--- config.mk ---
export PLATFORM = sky130hd
export DESIGN_NAME = reg_scoreboard
export DESIGN_NICKNAME = d
export VERILOG_FILES = /design/src/rtl/cpu_pkg.sv /design/src/rtl/reg_scoreboard_sb_counter.sv /design/src/rtl/reg_scoreboard.sv
export SDC_FILE = /design/constraint.sdc
export NUM_CORES = 1
export LEC_CHECK = 0
export ABC_AREA = 1
export BUFFER_PORTS_ARGS = -buffer_cell sky130_fd_sc_hd__buf_2
export CAP_MARGIN = 10
export CELL_PAD_IN_SITES_DETAIL_PLACEMENT = 1
export CELL_PAD_IN_SITES_GLOBAL_PLACEMENT = 1
export CORE_UTILIZATION = 42
export DETAILED_ROUTE_END_ITERATION = 16
export PLACE_DENSITY = 0.83
export SETUP_SLACK_MARGIN = 0.2
export SYNTH_ARGS = -nofsm -noshare
export SYNTH_HDL_FRONTEND = slang
export SYNTH_SLANG_ARGS = --single-unit
--- constraint.sdc ---
create_clock -name clk -period 3.4 [get_ports clk]
set_input_delay 0 -clock clk [delete_from_list [all_inputs] [get_ports clk]]
set_output_delay 0 -clock clk [all_outputs]
set_load 0.01 [all_outputs]
--- src/rtl/cpu_pkg.sv ---
// Shared constants for the decode-side register scoreboard.
package cpu_pkg;

  localparam int unsigned ADDR_W_DEF = 4;
  localparam int unsigned CNT_W_DEF  = 2;
  localparam int unsigned NREG       = 1 << ADDR_W_DEF;
  localparam int unsigned PC_ADDR    = NREG - 1;

  // Issue-control FSM encoding
  localparam logic [1:0] ST_RUN     = 2'd0;
  localparam logic [1:0] ST_WAIT_BR = 2'd1;
  localparam logic [1:0] ST_FLUSH   = 2'd2;

endpackage

--- src/rtl/reg_scoreboard_sb_counter.sv ---
// One pending-writeback counter: counts issued writes minus retired writebacks.
module sb_counter
  import cpu_pkg::*;
#(
  parameter int unsigned CNT_WIDTH = CNT_W_DEF
) (
  input  logic clk,
  input  logic rst_n,
  input  logic inc,
  input  logic wb_hit,
  output logic busy_c,
  output logic full_c,
  output logic underflow_c
);

  localparam logic [CNT_WIDTH-1:0] CNT_MAX = '1;

  logic [CNT_WIDTH-1:0] cnt;
  logic                 dec;

  assign busy_c      = (cnt != '0);
  assign full_c      = (cnt == CNT_MAX);
  assign dec         = wb_hit && busy_c;
  // A writeback with nothing outstanding is an upstream protocol error
  assign underflow_c = wb_hit && !busy_c;

  always_ff @(posedge clk) begin
    if (!rst_n) begin
      cnt <= '0;
    end else if (inc && !dec && !full_c) begin
      cnt <= cnt + CNT_WIDTH'(1);
    end else if (dec && !inc) begin
      cnt <= cnt - CNT_WIDTH'(1);
    end
  end

endmodule

--- src/rtl/reg_scoreboard.sv ---
// Issue/hazard controller between decode and the register file: RAW/WAW stalls
// plus branch wait and fixed-length flush sequencing.
module reg_scoreboard
  import cpu_pkg::*;
#(
  parameter int unsigned ADDR_WIDTH   = ADDR_W_DEF,
  parameter int unsigned CNT_WIDTH    = CNT_W_DEF,
  parameter int unsigned FLUSH_CYCLES = 2
) (
  input  logic                         clk,
  input  logic                         rst_n,
  input  logic                         id_valid,
  output logic                         id_ready,
  input  logic [ADDR_WIDTH-1:0]        id_rs1,
  input  logic [ADDR_WIDTH-1:0]        id_rs2,
  input  logic                         id_rs1_used,
  input  logic                         id_rs2_used,
  input  logic [ADDR_WIDTH-1:0]        id_rd,
  input  logic                         id_rd_we,
  input  logic                         id_is_branch,
  input  logic                         br_resolve,
  input  logic                         wb_valid,
  input  logic [ADDR_WIDTH-1:0]        wb_addr,
  output logic                         issue,
  output logic                         flush,
  output logic [(1<<ADDR_WIDTH)-1:0]   busy_mask,
  output logic [15:0]                  stall_cnt,
  output logic                         wb_err
);

  localparam int unsigned             NR    = 1 << ADDR_WIDTH;
  localparam logic [ADDR_WIDTH-1:0]   PC    = ADDR_WIDTH'(NR - 1);
  localparam int unsigned             FCW   = 4;

  logic [NR-1:0]  full;
  logic [NR-1:0]  under;
  logic [NR-1:0]  inc_vec;
  logic [NR-1:0]  hit_vec;
  logic           raw;
  logic           waw;
  logic [1:0]     state;
  logic [1:0]     state_nx;
  logic [FCW-1:0] fcnt;
  logic [FCW-1:0] fcnt_nx;

  for (genvar i = 0; i < NR; i++) begin : g_cnt
    assign inc_vec[i] = issue && id_rd_we && (id_rd == ADDR_WIDTH'(i));
    assign hit_vec[i] = wb_valid && (wb_addr == ADDR_WIDTH'(i));

    sb_counter #(.CNT_WIDTH(CNT_WIDTH)) u_cnt (
      .clk         (clk),
      .rst_n       (rst_n),
      .inc         (inc_vec[i]),
      .wb_hit      (hit_vec[i]),
      .busy_c      (busy_mask[i]),
      .full_c      (full[i]),
      .underflow_c (under[i])
    );
  end

  // PC reads are always current, so r15 never causes a RAW stall
  assign raw = (id_rs1_used && (id_rs1 != PC) && busy_mask[id_rs1]) ||
               (id_rs2_used && (id_rs2 != PC) && busy_mask[id_rs2]);
  assign waw = id_rd_we && full[id_rd];

  assign id_ready = (state == ST_RUN) && !raw && !waw;
  assign issue    = id_valid && id_ready;

  always_ff @(posedge clk) begin
    if (!rst_n) begin
      state <= ST_RUN;
      fcnt  <= '0;
    end else begin
      state <= state_nx;
      fcnt  <= fcnt_nx;
    end
  end

  always_comb begin
    state_nx = state;
    fcnt_nx  = fcnt;
    case (state)
      ST_RUN: begin
        if (issue && (id_is_branch || (id_rd_we && (id_rd == PC)))) begin
          state_nx = ST_WAIT_BR;
        end
      end
      ST_WAIT_BR: begin
        if (br_resolve) begin
          state_nx = ST_FLUSH;
          fcnt_nx  = FCW'(FLUSH_CYCLES);
        end
      end
      ST_FLUSH: begin
        fcnt_nx = fcnt - FCW'(1);
        if (fcnt == FCW'(1)) begin
          state_nx = ST_RUN;
        end
      end
      default: begin
        state_nx = ST_RUN;
        fcnt_nx  = '0;
      end
    endcase
  end

  // Registered status outputs
  always_ff @(posedge clk) begin
    if (!rst_n) begin
      flush     <= 1'b0;
      stall_cnt <= '0;
      wb_err    <= 1'b0;
    end else begin
      flush <= (state_nx == ST_FLUSH);
      if (id_valid && !id_ready && (stall_cnt != 16'hFFFF)) begin
        stall_cnt <= stall_cnt + 16'd1;
      end
      if (|under) begin
        wb_err <= 1'b1;
      end
    end
  end

endmodule

Word level (Yosys, flattened, before mapping)
Index checks and enable logic that the tools add are counted.

operators by class
  $add $sub $neg = 34
  magnitude comparators = 3
  equality and inequality tests = 54
  multiplexer cells = 44
  bitwise operators = 1
  reductions and logical operators = 231

operator list
  cell                                                        count
  logical AND 1 bit                                           125
  two-way mux 2 bit                                           35
  logical NOT 1 bit                                           67
  == test 4 bit, second input constant                        16
  nonzero test 2 bit                                          32
  == test 2 bit, second input constant                        18
  adder 2 x 1 -> 2 bit, second input constant                 16
  == test 4 x 3 -> 1 bit, second input constant               8
  subtractor 2 x 1 -> 2 bit, second input constant            16
  adder 16 x 1 -> 16 bit, second input constant               1
  == test 4 x 2 -> 1 bit, second input constant               4
  inequality test 16 bit, second input constant               1
  OR reduction 16 bit                                         1
  less-than comparator 4 x 5 -> 1 bit, second input constant  3
  binary-select mux 1 bit (select 4 bit)                      3
  == test 4 x 1 -> 1 bit, second input constant               3
  case mux 4 bit (3 select lines)                             1
  logical NOT 4 bit                                           2
  inequality test 4 bit, second input constant                2
  case mux 2 bit (3 select lines)                             1
  two-way mux 4 bit                                           1
  subtractor 4 x 1 -> 4 bit, second input constant            1
  two-way mux 1 bit                                           3
  == test 2 x 1 -> 1 bit, second input constant               1
  5 further kinds                                             6

storage, ports and cells
  flip-flop bits (word level) = 56
  input port bits = 25
  output and inout port bits = 36
  logic and storage cells = 388

Logic depth before layout (Yosys ltp)
Gate-level depths: netlist (run 1).

  depth in word-level cells = 15
  gate-level depth with buffers = 18
  mapped depth without buffers = 17

Hierarchy
Synthesis (run 1) repeated with hierarchy kept, for this count alone.

unflattened totals
  cell total of the unflattened synthesis = 715
  area, all modules = 4,204.0 µm²

by module, submodules not included
  module          times used  cells each  area an instance (µm²)  seq. area each (µm²)
  reg_scoreboard  1           379         2,302.2                 480.5
  sb_counter      16          21          118.9                   40.0

Worst setup path before layout (run 1)
No wires, ideal clock.

  path type = reg2reg
  start point = register g_cnt[15].u_cnt.cnt[0]
  end point = register g_cnt[0].u_cnt.cnt[0]
  setup time = 0.116 ns
  arrival time = 1.635 ns
  data required time = 3.284 ns
  path slack = 1.649 ns
  cell stages (with the launch flop) = 15
  buffers on the path = 0
  clock period less this slack = 1.751 ns
  path through = dfxtp_1 nor2_1 nand2_1 nand2_1 nor2_1 nand2_1 nand3_1 nand3_1 nand4_2 inv_2 nand2_2 nor2_4 nand2_1 o21ai_0 nor2_1

on the way
  longest elaborated chain between the ends = 14
  elaborated cells between the ends (all ways) = 25
  classes of those cells = eq/ne (1); mux (7); reduce/logical (17)

ends and longest elaborated chain
  what                                                              RTL line                                                          source
  start, declared                                                   reg_scoreboard_sb_counter.sv:18                                   logic [CNT_WIDTH-1:0] cnt;
  start signal, assigned                                            reg_scoreboard_sb_counter.sv:31                                   cnt <= cnt + CNT_WIDTH'(1);
  start signal, assigned                                            reg_scoreboard_sb_counter.sv:33                                   cnt <= cnt - CNT_WIDTH'(1);
  nonzero test 2 bit                                                reg_scoreboard_sb_counter.sv:21                                   assign busy_c = (cnt != '0);
  binary-select mux 1 bit (select 4 bit), on equally long branches  reg_scoreboard.sv:62, reg_scoreboard.sv:63
  two-way mux 1 bit, on equally long branches                       reg_scoreboard.sv:62, reg_scoreboard.sv:63
  logical AND 1 bit, on equally long branches                       reg_scoreboard.sv:62, reg_scoreboard.sv:63
  logical OR 1 bit                                                  reg_scoreboard.sv:62                                              assign raw = (id_rs1_used && (id_rs1 != PC) && busy_mask[id_rs1]) ||
  logical NOT 1 bit                                                 reg_scoreboard.sv:66                                              assign id_ready = (state == ST_RUN) && !raw && !waw;
  logical AND 1 bit                                                 reg_scoreboard.sv:66
  logical AND 1 bit *                                               reg_scoreboard.sv:66
  logical AND 1 bit *                                               reg_scoreboard.sv:67                                              assign issue = id_valid && id_ready;
  named net issue                                                   reg_scoreboard.sv:24                                              output logic issue,
  logical AND 1 bit * (2 in series)                                 reg_scoreboard.sv:47                                              assign inc_vec[i] = issue && id_rd_we && (id_rd == ADDR_WIDTH'(i));
  logical AND 1 bit or logical NOT 1 bit (tied branches)            reg_scoreboard_sb_counter.sv:30, reg_scoreboard_sb_counter.sv:32
  logical AND 1 bit, on equally long branches                       reg_scoreboard_sb_counter.sv:30, reg_scoreboard_sb_counter.sv:32
  two-way mux 2 bit or nonzero test 2 bit (tied branches)           n/a
  end signal, assigned                                              reg_scoreboard_sb_counter.sv:31
  end signal, assigned                                              reg_scoreboard_sb_counter.sv:33
  end, declared                                                     reg_scoreboard_sb_counter.sv:18

The timed path passes the listed nets; every way through them passes the cells marked *. The select of a mux whose other input is x is not followed.
A chain may end at the register's enable or synchronous reset.

Final worst setup path (run 1)
  start point = register g_cnt[3].u_cnt.cnt[1]
  end point = register g_cnt[11].u_cnt.cnt[0]

on the way
  longest elaborated chain between the ends = 14
  elaborated cells between the ends (all ways) = 25
  classes of those cells = eq/ne (1); mux (7); reduce/logical (17)

ends and longest elaborated chain
  what                                                              RTL line
  start, declared                                                   reg_scoreboard_sb_counter.sv:18
  start signal, assigned                                            reg_scoreboard_sb_counter.sv:31
  start signal, assigned                                            reg_scoreboard_sb_counter.sv:33
  nonzero test 2 bit                                                reg_scoreboard_sb_counter.sv:21
  binary-select mux 1 bit (select 4 bit), on equally long branches  reg_scoreboard.sv:62, reg_scoreboard.sv:63
  two-way mux 1 bit, on equally long branches                       reg_scoreboard.sv:62, reg_scoreboard.sv:63
  logical AND 1 bit, on equally long branches                       reg_scoreboard.sv:62, reg_scoreboard.sv:63
  logical OR 1 bit                                                  reg_scoreboard.sv:62
  logical NOT 1 bit                                                 reg_scoreboard.sv:66
  logical AND 1 bit                                                 reg_scoreboard.sv:66
  logical AND 1 bit *                                               reg_scoreboard.sv:66
  logical AND 1 bit *                                               reg_scoreboard.sv:67
  logical AND 1 bit * (2 in series)                                 reg_scoreboard.sv:47
  logical AND 1 bit or logical NOT 1 bit (tied branches)            reg_scoreboard_sb_counter.sv:30, reg_scoreboard_sb_counter.sv:32
  logical AND 1 bit, on equally long branches                       reg_scoreboard_sb_counter.sv:30, reg_scoreboard_sb_counter.sv:32
  two-way mux 2 bit or nonzero test 2 bit (tied branches)           n/a
  end signal, assigned                                              reg_scoreboard_sb_counter.sv:31
  end signal, assigned                                              reg_scoreboard_sb_counter.sv:33
  end, declared                                                     reg_scoreboard_sb_counter.sv:18

Mark *: on every way between the ends. The rest lies on a longest branch, timed or not. The select of a mux whose other input is x is not followed.

==> results.sh, run 1 <==
export IMPL_grt_pass1_wl_mm=22.4
export IMPL_hold_class="in -> reg"
export IMPL_outcome="complete, no violations"
export IMPL_swShare_pct=32.8
export IMPL_grt_max_degree=46
export IMPL_synth_distinct_cells=35
export IMPL_synth_flop_cell="dfxtp_1"
export IMPL_tritoncts="done"
export IMPL_rows=35
export IMPL_num_vias=4665
export IMPL_synth_top_area_share_pct=27.0
export IMPL_yosys_warnings=0
export IMPL_syn2layout_area_growth_pct=9.50
export IMPL_arrival_ns=2.52
export IMPL_dpl_worst_slack_ns=1.17
export IMPL_finalClockSkew_ns=0.00784
export IMPL_p_clk_share_pct=29.4
export IMPL_die_area_sq_mm=0.0103
export IMPL_hold_viol_final=0
export IMPL_cts_root_buffer="clkbuf_8"
export IMPL_clkLatencyLatePin_ns=0.32
export IMPL_synth_most_common_cell="nand2_1"
export IMPL_leakage_uw=0.00216
export IMPL_grt_total_usage_pct=27.9
export IMPL_cp_startpoint="g_cnt[3].u_cnt.cnt[1]"
export IMPL_clockBufferDepth=2
export IMPL_timing_fmax_mhz=435
export IMPL_wl_per_cell_um=14.8
export IMPL_diodes=0
export IMPL_rsz0062_at_grt="false"
export IMPL_slew_limit_headroom_pct=65.2
export IMPL_syn_cell_area_sq_mm=0.00415
export IMPL_hold_start="id_is_branch"
export IMPL_synth_area_per_cell_sq_um=5.68
export IMPL_netSwitchingPower_uw=440
export IMPL_critPathLaunchType="flip-flop"
export IMPL_clkTransAtPathRegs_ns=0.11
export IMPL_synthTopCellsByCount="216 x nand2_1, 129 x inv_1, 98 x nor2_1"
export IMPL_synth_seq_cells=56
export IMPL_worstMarginPinSlew_ns=0.520
export IMPL_drv_cap=0
export IMPL_seqPwrFrac_pct=51.1
export IMPL_viasPerCell=5.15
export IMPL_finalNonFillerCells=905
export IMPL_drv_slew=0
export IMPL_critPathMaxFanout=5
export IMPL_r2r_start="g_cnt[3].u_cnt.cnt[1]"
export IMPL_min_period_over_period_pct=67.6
export IMPL_port_buffers=60
export IMPL_die_height_um=101
export IMPL_finish_net_count=807
export IMPL_dpl_hpwl_mm=11.2
export IMPL_path_class="reg -> reg"
export IMPL_fillCellCount=1417
export IMPL_pin_count=61
export IMPL_synth_async_reset_ratio_pct=0
export IMPL_powerDensity_mw_per_mm2=296
export IMPL_synth_largest_area_cell="dfxtp_1"
export IMPL_place_gp_congestion=0.956
export IMPL_drtIter0Drc=149
export IMPL_rr_worst_depth=12
export IMPL_worstPathRequired_ns=3.62
export IMPL_endpoint_kind="flip-flop"
export IMPL_period_minus_slack_ns=2.30
export IMPL_htreeDepth=2
export IMPL_remaining_drc_errors=0
export IMPL_reg2reg_to="g_cnt[11].u_cnt.cnt[0]"
export IMPL_holdBufCountCts=0
export IMPL_drive_above_1_share_pct=12.2
export IMPL_overflow=0
export IMPL_setup_viol=0
export IMPL_drt_pass1_iter_count=5
export IMPL_cts_resized=0
export IMPL_wl_mm=13.4
export IMPL_start_util_pct=44.1
export IMPL_dp_cells=897
export IMPL_ys_top_cells_by_area="dfxtp_1 27%, nand2_1 20%, inv_1 12%, nor2_1 8.9%, a21oi_1 5.6%"
export IMPL_p_int_uw=903
export IMPL_grt_pass1_vias=4758
export IMPL_core_area_sq_mm=0.00942
export IMPL_synth_fp_nets=762
export IMPL_ir_drop_uv=154
export IMPL_synth_edff_count=0
export IMPL_grt_antenna_before_repair=0
export IMPL_clkSinkCount=56
export IMPL_post_cts_buffers=0
export IMPL_crit_end="g_cnt[11].u_cnt.cnt[0]"
export IMPL_fp_dieW_um=101
export IMPL_setup_slack_ns=1.10
export IMPL_finalSetupTns_ns=0
export IMPL_synthCells=730
export IMPL_synth_seq_area_share_pct=27.0
export IMPL_cts_buffers_inserted=5
export IMPL_combPwrFrac_pct=19.5
export IMPL_r2r_slack_ns=1.10
export IMPL_ant_nets=0
==> cell type report <==
cell class / instances / area, sq um / share of cell area, %
sequential: 56 / 1120 / 24.7
timing repair buffer: 61 / 308 / 6.78
multi-input combinational: 512 / 2340 / 51.5
inverter: 139 / 524 / 11.5
clock inverter: 2 / 13.8 / 0.303
clock buffer: 6 / 72.6 / 1.60
tap: 129 / 161 / 3.55
==> state kept, by name, indices dropped and copies added, names as in the netlist <==
| register | flops |
|---|---|
| fcnt | 4 |
| flush | 1 |
| g_cnt.u_cnt.cnt | 32 |
| stall_cnt | 16 |
| state | 2 |
| wb_err | 1 |
==> cells by family (layout without fill, tap and decap cells) <==
kind of cell	Yosys count	count (layout)	synth area share, %
simple gates	392	392	39.2
xor+xnor	4	4	0.845
flops	56	56	27.0
buf+inv	162	208	16.5
compound gates	109	109	14.2
fa+ha+maj	7	7	2.11
==> power groups by stage <==
stage	clock (uW)	sequential [uW]	combinational [uW]
floorplan	0	700	173
global placement	0	700	249
detailed placement	0	701	261
CTS	402	686	262
global route	428	689	296
finish	394	686	262
==> metrics by stage <==
step | hold slack, ns | total power [uW] | area, sq um | util (%)
final | 0.0489 | 1340 | 4540 | 48.2
after floorplan | 0.164 | 873 | 4150 | -
after detailed placement | 0.399 | 962 | 4460 | 47.3
after CTS | 0.0503 | 1350 | 4540 | 48.2
after global routing | 0.0908 | 1410 | 4540 | 48.2
after global placement | 0.383 | 949 | 4460 | 47.3
==> worst min path at each step <==
stage | to | slack [ns] | cells past startpoint
after floorplan | issue | 0.16 | 2
after global placement | state[0] | 0.38 | 3
after detailed placement | flush | 0.40 | 1
after CTS | flush | 0.05 | 4
after global routing | flush | 0.09 | 4
final | flush | 0.05 | 4
==> layout by cell type, fill, tap and decap left out, types with 7 or more instances in the layout <==
cell	Yosys	routed
nor3_1	12	12
dfxtp_1	56	56
inv_1	129	129
nand3_1	42	42
ha_1	7	7
a21oi_1	46	46
buf_2	0	60
inv_2	8	8
o21ai_0	40	40
nand2_1	216	216
nor2_1	98	98
==> worst max-delay path, stage by stage (launching register included) <==
cell,delay [ns]
dfxtp_1,0.36
nor2_1,0.43
a21oi_1,0.15
nand3_1,0.12
nand3b_1,0.09
nand3_1,0.13
nand4_2,0.17
nor2_4,0.19
nand2_2,0.12
nor2_2,0.19
nand3_1,0.12
nand2_1,0.08
nor2_1,0.05
==> metal layers <==
metal	vias to the layer above	global-route usage (%)	routed length (um)
li1	2338	-	-
met1	2198	35.4	6130
met4	0	7.80	267
met3	24	3.04	636
met2	105	49.8	6340
met5	-	0	0
(Power assumes the default switching activity.)
==> run 2: changes to the inputs <==
--- a/config.mk
+++ b/config.mk
@@ -10,9 +10,9 @@
 export CAP_MARGIN = 10
 export CELL_PAD_IN_SITES_DETAIL_PLACEMENT = 1
 export CELL_PAD_IN_SITES_GLOBAL_PLACEMENT = 1
-export CORE_UTILIZATION = 42
+export CORE_UTILIZATION = 39
 export DETAILED_ROUTE_END_ITERATION = 16
-export PLACE_DENSITY = 0.83
+export PLACE_DENSITY = 0.77
 export SETUP_SLACK_MARGIN = 0.2
 export SYNTH_ARGS = -nofsm -noshare
 export SYNTH_HDL_FRONTEND = slang
==> constraint.sdc (replaced) <==
create_clock -name clk -period 2.25 [get_ports clk]
set_input_delay 0 -clock clk [delete_from_list [all_inputs] [get_ports clk]]
set_output_delay 0 -clock clk [all_outputs]
set_load 0.01 [all_outputs]
==> run 2 against run 1 <==
Effect of this change:
- register-to-register slack worse by 0.99 ns
- maximum frequency increased by 7.5%
- sequential share of layout area down 1.5 points
- power up 59%
- flip-flop and latch count stayed put
- final cell count rose by 2.0%
- routed wire length rose by 8.1%
- highest routed layer unchanged
- non-clock buffer count grew 11
- critical endpoint is now g_cnt[1].u_cnt.cnt[0]
- first-iteration DRC count grew 47%
- final area grew 9.1%
==> results.sh, run 2 (synthesis results as in run 1) <==
export IMPL_leakage_uw=0.00233
export IMPL_start_util_pct=40.2
export IMPL_tritoncts="done"
export IMPL_hold_end="flush"
export IMPL_rows=37
export IMPL_ant_nets=0
export IMPL_num_vias=4769
export IMPL_drv_cap=0
export IMPL_outcome="complete, no violations"
export IMPL_worstPathRequired_ns=2.48
export IMPL_combPwrFrac_pct=21.9
export IMPL_timing_fmax_mhz=467
export IMPL_rsz0062_at_grt="true"
export IMPL_cts_root_buffer="clkbuf_8"
export IMPL_clockBufferDepth=2
export IMPL_grt_antenna_before_repair=0
export IMPL_min_period_over_period_pct=95.1
export IMPL_arrival_ns=2.37
export IMPL_fin_util_pct=48.0
export IMPL_htreeDepth=2
export IMPL_worstMarginPinSlew_ns=0.524
export IMPL_slew_limit_headroom_pct=65.1
export IMPL_critPathMaxFanout=4
export IMPL_viasPerCell=5.17
export IMPL_p_int_uw=1400
export IMPL_drive_above_1_share_pct=23.4
export IMPL_seqPwrFrac_pct=48.5
export IMPL_die_area_sq_mm=0.0111
export IMPL_wl_per_cell_um=15.7
export IMPL_ir_drop_uv=274
export IMPL_drv_slew=0
export IMPL_grt_total_usage_pct=26.3
export IMPL_finalClockSkew_ns=0.0144
export IMPL_dpl_hpwl_mm=11.4
export IMPL_cts_buffers_inserted=5
export IMPL_hold_start="id_is_branch"
export IMPL_pin_count=61
export IMPL_clkSinkCount=56
export IMPL_layout_common_cells="198 x nand2_1, 124 x inv_1, 82 x nor2_1, 60 x buf_2, 38 x dfxtp_1"
export IMPL_path_class="reg -> reg"
export IMPL_clkTransAtPathRegs_ns=0.12
export IMPL_grt_pass1_wl_mm=22.9
export IMPL_finalSetupTns_ns=0
export IMPL_hold_viol_final=0
export IMPL_grt_pass1_vias=4773
export IMPL_swShare_pct=34.4
export IMPL_finalNonFillerCells=923
export IMPL_core_area_sq_mm=0.0103
export IMPL_diodes=0
export IMPL_holdBufCountCts=0
export IMPL_endpoint_kind="flip-flop"
export IMPL_whs_path_depth=4
export IMPL_final_common_cell="nand2_1"
export IMPL_drtIter0Drc=219
export IMPL_p_clk_share_pct=29.7
export IMPL_drt_pass1_iter_count=4
export IMPL_port_buffers=60
export IMPL_die_height_um=105
export IMPL_remaining_drc_errors=0
export IMPL_reg_top3="g_cnt.u_cnt.cnt x32, stall_cnt x16, fcnt x4"
export IMPL_clkLatencyLatePin_ns=0.33
export IMPL_rr_worst_depth=16
export IMPL_syn2layout_area_growth_pct=19.5
export IMPL_r2r_slack_ns=0.11
export IMPL_largest_register_ff_count=32
export IMPL_hold_class="in -> reg"
export IMPL_fillCellCount=1444
export IMPL_place_gp_congestion=0.906
export IMPL_fp_dieW_um=105
export IMPL_wl_mm=14.5
export IMPL_setup_viol=0
export IMPL_powerDensity_mw_per_mm2=431
export IMPL_critPathLaunchType="flip-flop"
export IMPL_dp_cells=911
export IMPL_top_register="g_cnt.u_cnt.cnt"
export IMPL_period_minus_slack_ns=2.14
export IMPL_overflow=0
export IMPL_reg2reg_to="g_cnt[1].u_cnt.cnt[0]"
export IMPL_r2r_start="g_cnt[11].u_cnt.cnt[1]"
export IMPL_netSwitchingPower_uw=735
export IMPL_finish_net_count=818
export IMPL_grt_max_degree=24
-- run 2: final cells by class --
| cell class | count | area (sq um) | area share [%] |
|---|---|---|---|
| Clock buffer | 5 | 68.8 | 1.39 |
| Clock inverter | 3 | 27.5 | 0.555 |
| Inverter | 139 | 529 | 10.7 |
| Multi-Input combinational cell | 512 | 2610 | 52.7 |
| Sequential cell | 56 | 1150 | 23.2 |
| Tap cell | 136 | 170 | 3.43 |
| Timing Repair Buffer | 72 | 398 | 8.03 |
-- run 2: routing by layer --
metal | routed length, um | global-route usage, % | vias to the layer above
met5 | 0 | 0 | -
met4 | 222 | 7.14 | 0
met3 | 653 | 3.74 | 23
met2 | 6940 | 46.7 | 98
met1 | 6640 | 33.0 | 2284
li1 | - | - | 2364
-- run 2: worst max-delay path by stage --
stage	startpoint	endpoint	slack [ns]	depth (start not counted)
4_1_cts	g_cnt[0].u_cnt.cnt[1]	stall_cnt[8]	0.14	15
5_1_grt	g_cnt[6].u_cnt.cnt[0]	g_cnt[1].u_cnt.cnt[0]	0.01	17
3_5_place_dp	g_cnt[0].u_cnt.cnt[0]	stall_cnt[3]	0.02	13
6_report	g_cnt[11].u_cnt.cnt[1]	g_cnt[1].u_cnt.cnt[0]	0.11	16
3_3_place_gp	id_rd[0]	g_cnt[7].u_cnt.cnt[0]	0.16	16
2_1_floorplan	g_cnt[15].u_cnt.cnt[0]	g_cnt[0].u_cnt.cnt[0]	0.50	14
-- run 2: worst max-delay path: stages, from the launching register on --
cell	delay, ns
dfxtp_2	0.36
nand2_2	0.08
nand2_1	0.05
nand2_1	0.09
nand2_1	0.07
nand2_1	0.09
nand2_2	0.07
nand3_2	0.11
nor2_4	0.04
nor2_4	0.17
nand4_4	0.14
nor2_4	0.25
nand2_4	0.13
inv_4	0.10
nand2_2	0.07
o21ai_1	0.16
nor2_1	0.06
-- run 2: power groups by stage --
stage               logic [uW]  clock network (uW)  registers (uW)
CTS                        430                 646            1040
global route               514                 688            1040
floorplan                  262                   0            1060
global placement           403                   0            1060
finish                     468                 634            1040
detailed placement         415                   0            1060
-- run 2: timing repair --
item / CTS / global route
pin swaps: 0 / 16
hold endpoints to repair: 0 / 0
gates cloned: 0 / 0
endpoints found under the setup margin: 31 / 53
setup buffers: 1 / 3
gates resized for setup: 29 / 76
-- run 2: through the flow --
step	power (uW)	worst slack (ns)	hold slack (ns)	area, sq um
global placement	1460	0.162	0.378	4520
floorplan	1320	0.499	0.164	4150
global route	2240	0.0114	0.0348	4960
finish	2140	0.110	0.0174	4960
detailed placement	1470	0.0208	0.406	4520
CTS	2110	0.136	0.0678	4700
==> run 3: changes to the inputs <==
--- a/config.mk
+++ b/config.mk
@@ -11,6 +11,7 @@
 export CELL_PAD_IN_SITES_DETAIL_PLACEMENT = 1
 export CELL_PAD_IN_SITES_GLOBAL_PLACEMENT = 1
 export CORE_UTILIZATION = 39
+export CTS_CLUSTER_DIAMETER = 100
 export DETAILED_ROUTE_END_ITERATION = 16
 export PLACE_DENSITY = 0.77
 export SETUP_SLACK_MARGIN = 0.2
==> constraint.sdc (replaced) <==
create_clock -name clk -period 2.25 [get_ports clk]
set_input_delay 0 -clock clk [delete_from_list [all_inputs] [get_ports clk]]
set_output_delay 0 -clock clk [all_outputs]
set_load 0.005 [all_outputs]
==> run 3 against run 2 <==
Effect of this change:
- combinational power down 2%
- highest routed layer unchanged
- flip-flop and latch count unchanged
- largest cell class unchanged
- critical endpoint unchanged
- critical path type unchanged
- hold slack worse by 0.0028 ns
- clock power about the same
==> results.sh, run 3 (synthesis results as in run 1) <==
export IMPL_drt_pass1_iter_count=4
export IMPL_powerDensity_mw_per_mm2=429
export IMPL_port_buffers=60
export IMPL_pin_count=61
export IMPL_holdBufCountCts=0
export IMPL_top_register="g_cnt.u_cnt.cnt"
export IMPL_die_height_um=105
export IMPL_largest_register_ff_count=32
export IMPL_reg2reg_to="g_cnt[1].u_cnt.cnt[0]"
export IMPL_clkLatencyLatePin_ns=0.33
export IMPL_whs_path_depth=4
export IMPL_fin_util_pct=48.0
export IMPL_slew_limit_headroom_pct=64.7
export IMPL_outcome="complete, no violations"
export IMPL_holdWs_ns=0.0146
export IMPL_period_minus_slack_ns=2.15
export IMPL_reg_top3="g_cnt.u_cnt.cnt x32, stall_cnt x16, fcnt x4"
export IMPL_multiInputGateArea_sq_mm=0.00261
export IMPL_grt_max_degree=24
export IMPL_leakage_uw=0.00233
export IMPL_final_common_cell="nand2_1"
export IMPL_path_class="reg -> reg"
export IMPL_finish_net_count=818
export IMPL_dpl_hpwl_mm=11.4
export IMPL_grt_total_usage_pct=26.3
export IMPL_dp_cells=911
export IMPL_endpoint_kind="flip-flop"
export IMPL_critPathMaxFanout=4
export IMPL_start_util_pct=40.2
export IMPL_clockBufferDepth=2
export IMPL_cts_buffers_inserted=5
export IMPL_finalNonFillerCells=923
export IMPL_setup_slack_ns=0.103
export IMPL_min_period_over_period_pct=95.4
export IMPL_layout_common_cells="198 x nand2_1, 124 x inv_1, 82 x nor2_1, 60 x buf_2, 38 x dfxtp_1"
export IMPL_worstMarginPinSlew_ns=0.529
export IMPL_grt_antenna_before_repair=0
export IMPL_viasPerCell=5.18
export IMPL_ir_drop_uv=272
export IMPL_drv_slew=0
export IMPL_wl_mm=14.4
export IMPL_r2r_start="g_cnt[11].u_cnt.cnt[1]"
export IMPL_tritoncts="done"
export IMPL_finalSetupTns_ns=0
export IMPL_htreeDepth=2
export IMPL_remaining_drc_errors=0
export IMPL_fillCellCount=1445
export IMPL_rows=37
export IMPL_worstPathRequired_ns=2.49
export IMPL_drtIter0Drc=249
export IMPL_finalClockSkew_ns=0.0137
export IMPL_grt_pass1_vias=4773
export IMPL_timing_fmax_mhz=466
export IMPL_core_area_sq_mm=0.0103
export IMPL_cts_root_buffer="clkbuf_8"
export IMPL_syn2layout_area_growth_pct=19.4
export IMPL_clkTransAtPathRegs_ns=0.12
export IMPL_rr_worst_depth=16
export IMPL_overflow=0
export IMPL_critPathLaunchType="flip-flop"
export IMPL_seqCellArea_sq_mm=0.00115
export IMPL_num_vias=4778
export IMPL_clkSinkCount=56
export IMPL_ant_nets=0
export IMPL_fp_dieW_um=105
export IMPL_hold_start="id_is_branch"
export IMPL_hold_viol_final=0
export IMPL_setup_viol=0
export IMPL_dpl_worst_slack_ns=0.0208
export IMPL_diodes=0
export IMPL_die_area_sq_mm=0.0111
export IMPL_place_gp_congestion=0.906
export IMPL_hold_end="flush"
export IMPL_r2r_slack_ns=0.10
export IMPL_arrival_ns=2.38
export IMPL_wl_per_cell_um=15.7
export IMPL_rsz0062_at_grt="true"
export IMPL_drive_above_1_share_pct=23.4
export IMPL_hold_class="in -> reg"
export IMPL_grt_pass1_wl_mm=22.9
export IMPL_drv_cap=0
-- run 3: area by class of cell --
class,instances,area share [%]
multi-input cells,512,52.7
well taps,136,3.44
clock buffers,5,1.39
clock inverters,3,0.556
inverters,139,10.7
repair buffers,72,8.04
flip-flops and latches,56,23.2
-- run 3: power by group --
part / switching (uW) / leakage (uW) / internal, uW
Sequential: 22.9 / 0.000462 / 1010
Clock: 402 / 0.0000463 / 230
Combinational: 300 / 0.00182 / 158
Total: 725 / 0.00233 / 1400
-- run 3: worst max path at each step --
stage,start,end,cells after the start
2_1_floorplan,g_cnt[15].u_cnt.cnt[0],g_cnt[0].u_cnt.cnt[0],14
3_3_place_gp,id_rd[0],g_cnt[7].u_cnt.cnt[0],16
3_5_place_dp,g_cnt[0].u_cnt.cnt[0],stall_cnt[3],13
4_1_cts,g_cnt[0].u_cnt.cnt[1],stall_cnt[8],15
5_1_grt,g_cnt[6].u_cnt.cnt[0],g_cnt[1].u_cnt.cnt[0],17
6_report,g_cnt[11].u_cnt.cnt[1],g_cnt[1].u_cnt.cnt[0],16
-- run 3: through the flow --
| step | area, sq um | total power, uW |
|---|---|---|
| floorplan | 4150 | 1310 |
| global placement | 4520 | 1450 |
| detailed placement | 4520 | 1470 |
| CTS | 4700 | 2110 |
| global route | 4950 | 2230 |
| finish | 4950 | 2130 |
-- run 3: per-layer routing --
metal  GRT usage [%]  share of wire [%]
met5               0                  0
met4            7.14                1.7
met3            3.74                4.6
met2            46.7                 48
met1            33.0                 46
-- run 3: repair_timing --
action / CTS / global route
resized for setup: 29 / 75
setup endpoints to repair: 31 / 53
buffers inserted: 1 / 3
pin swaps: 0 / 16
cloned: 0 / 0
-- run 3: critical path: stages, from the launching register on --
cell	delay, ns
dfxtp_2	0.36
nand2_2	0.08
nand2_1	0.05
nand2_1	0.10
nand2_1	0.07
nand2_1	0.09
nand2_2	0.07
nand3_2	0.11
nor2_4	0.04
nor2_4	0.17
nand4_4	0.14
nor2_4	0.26
nand2_4	0.13
inv_4	0.10
nand2_2	0.07
o21ai_1	0.16
nor2_1	0.06
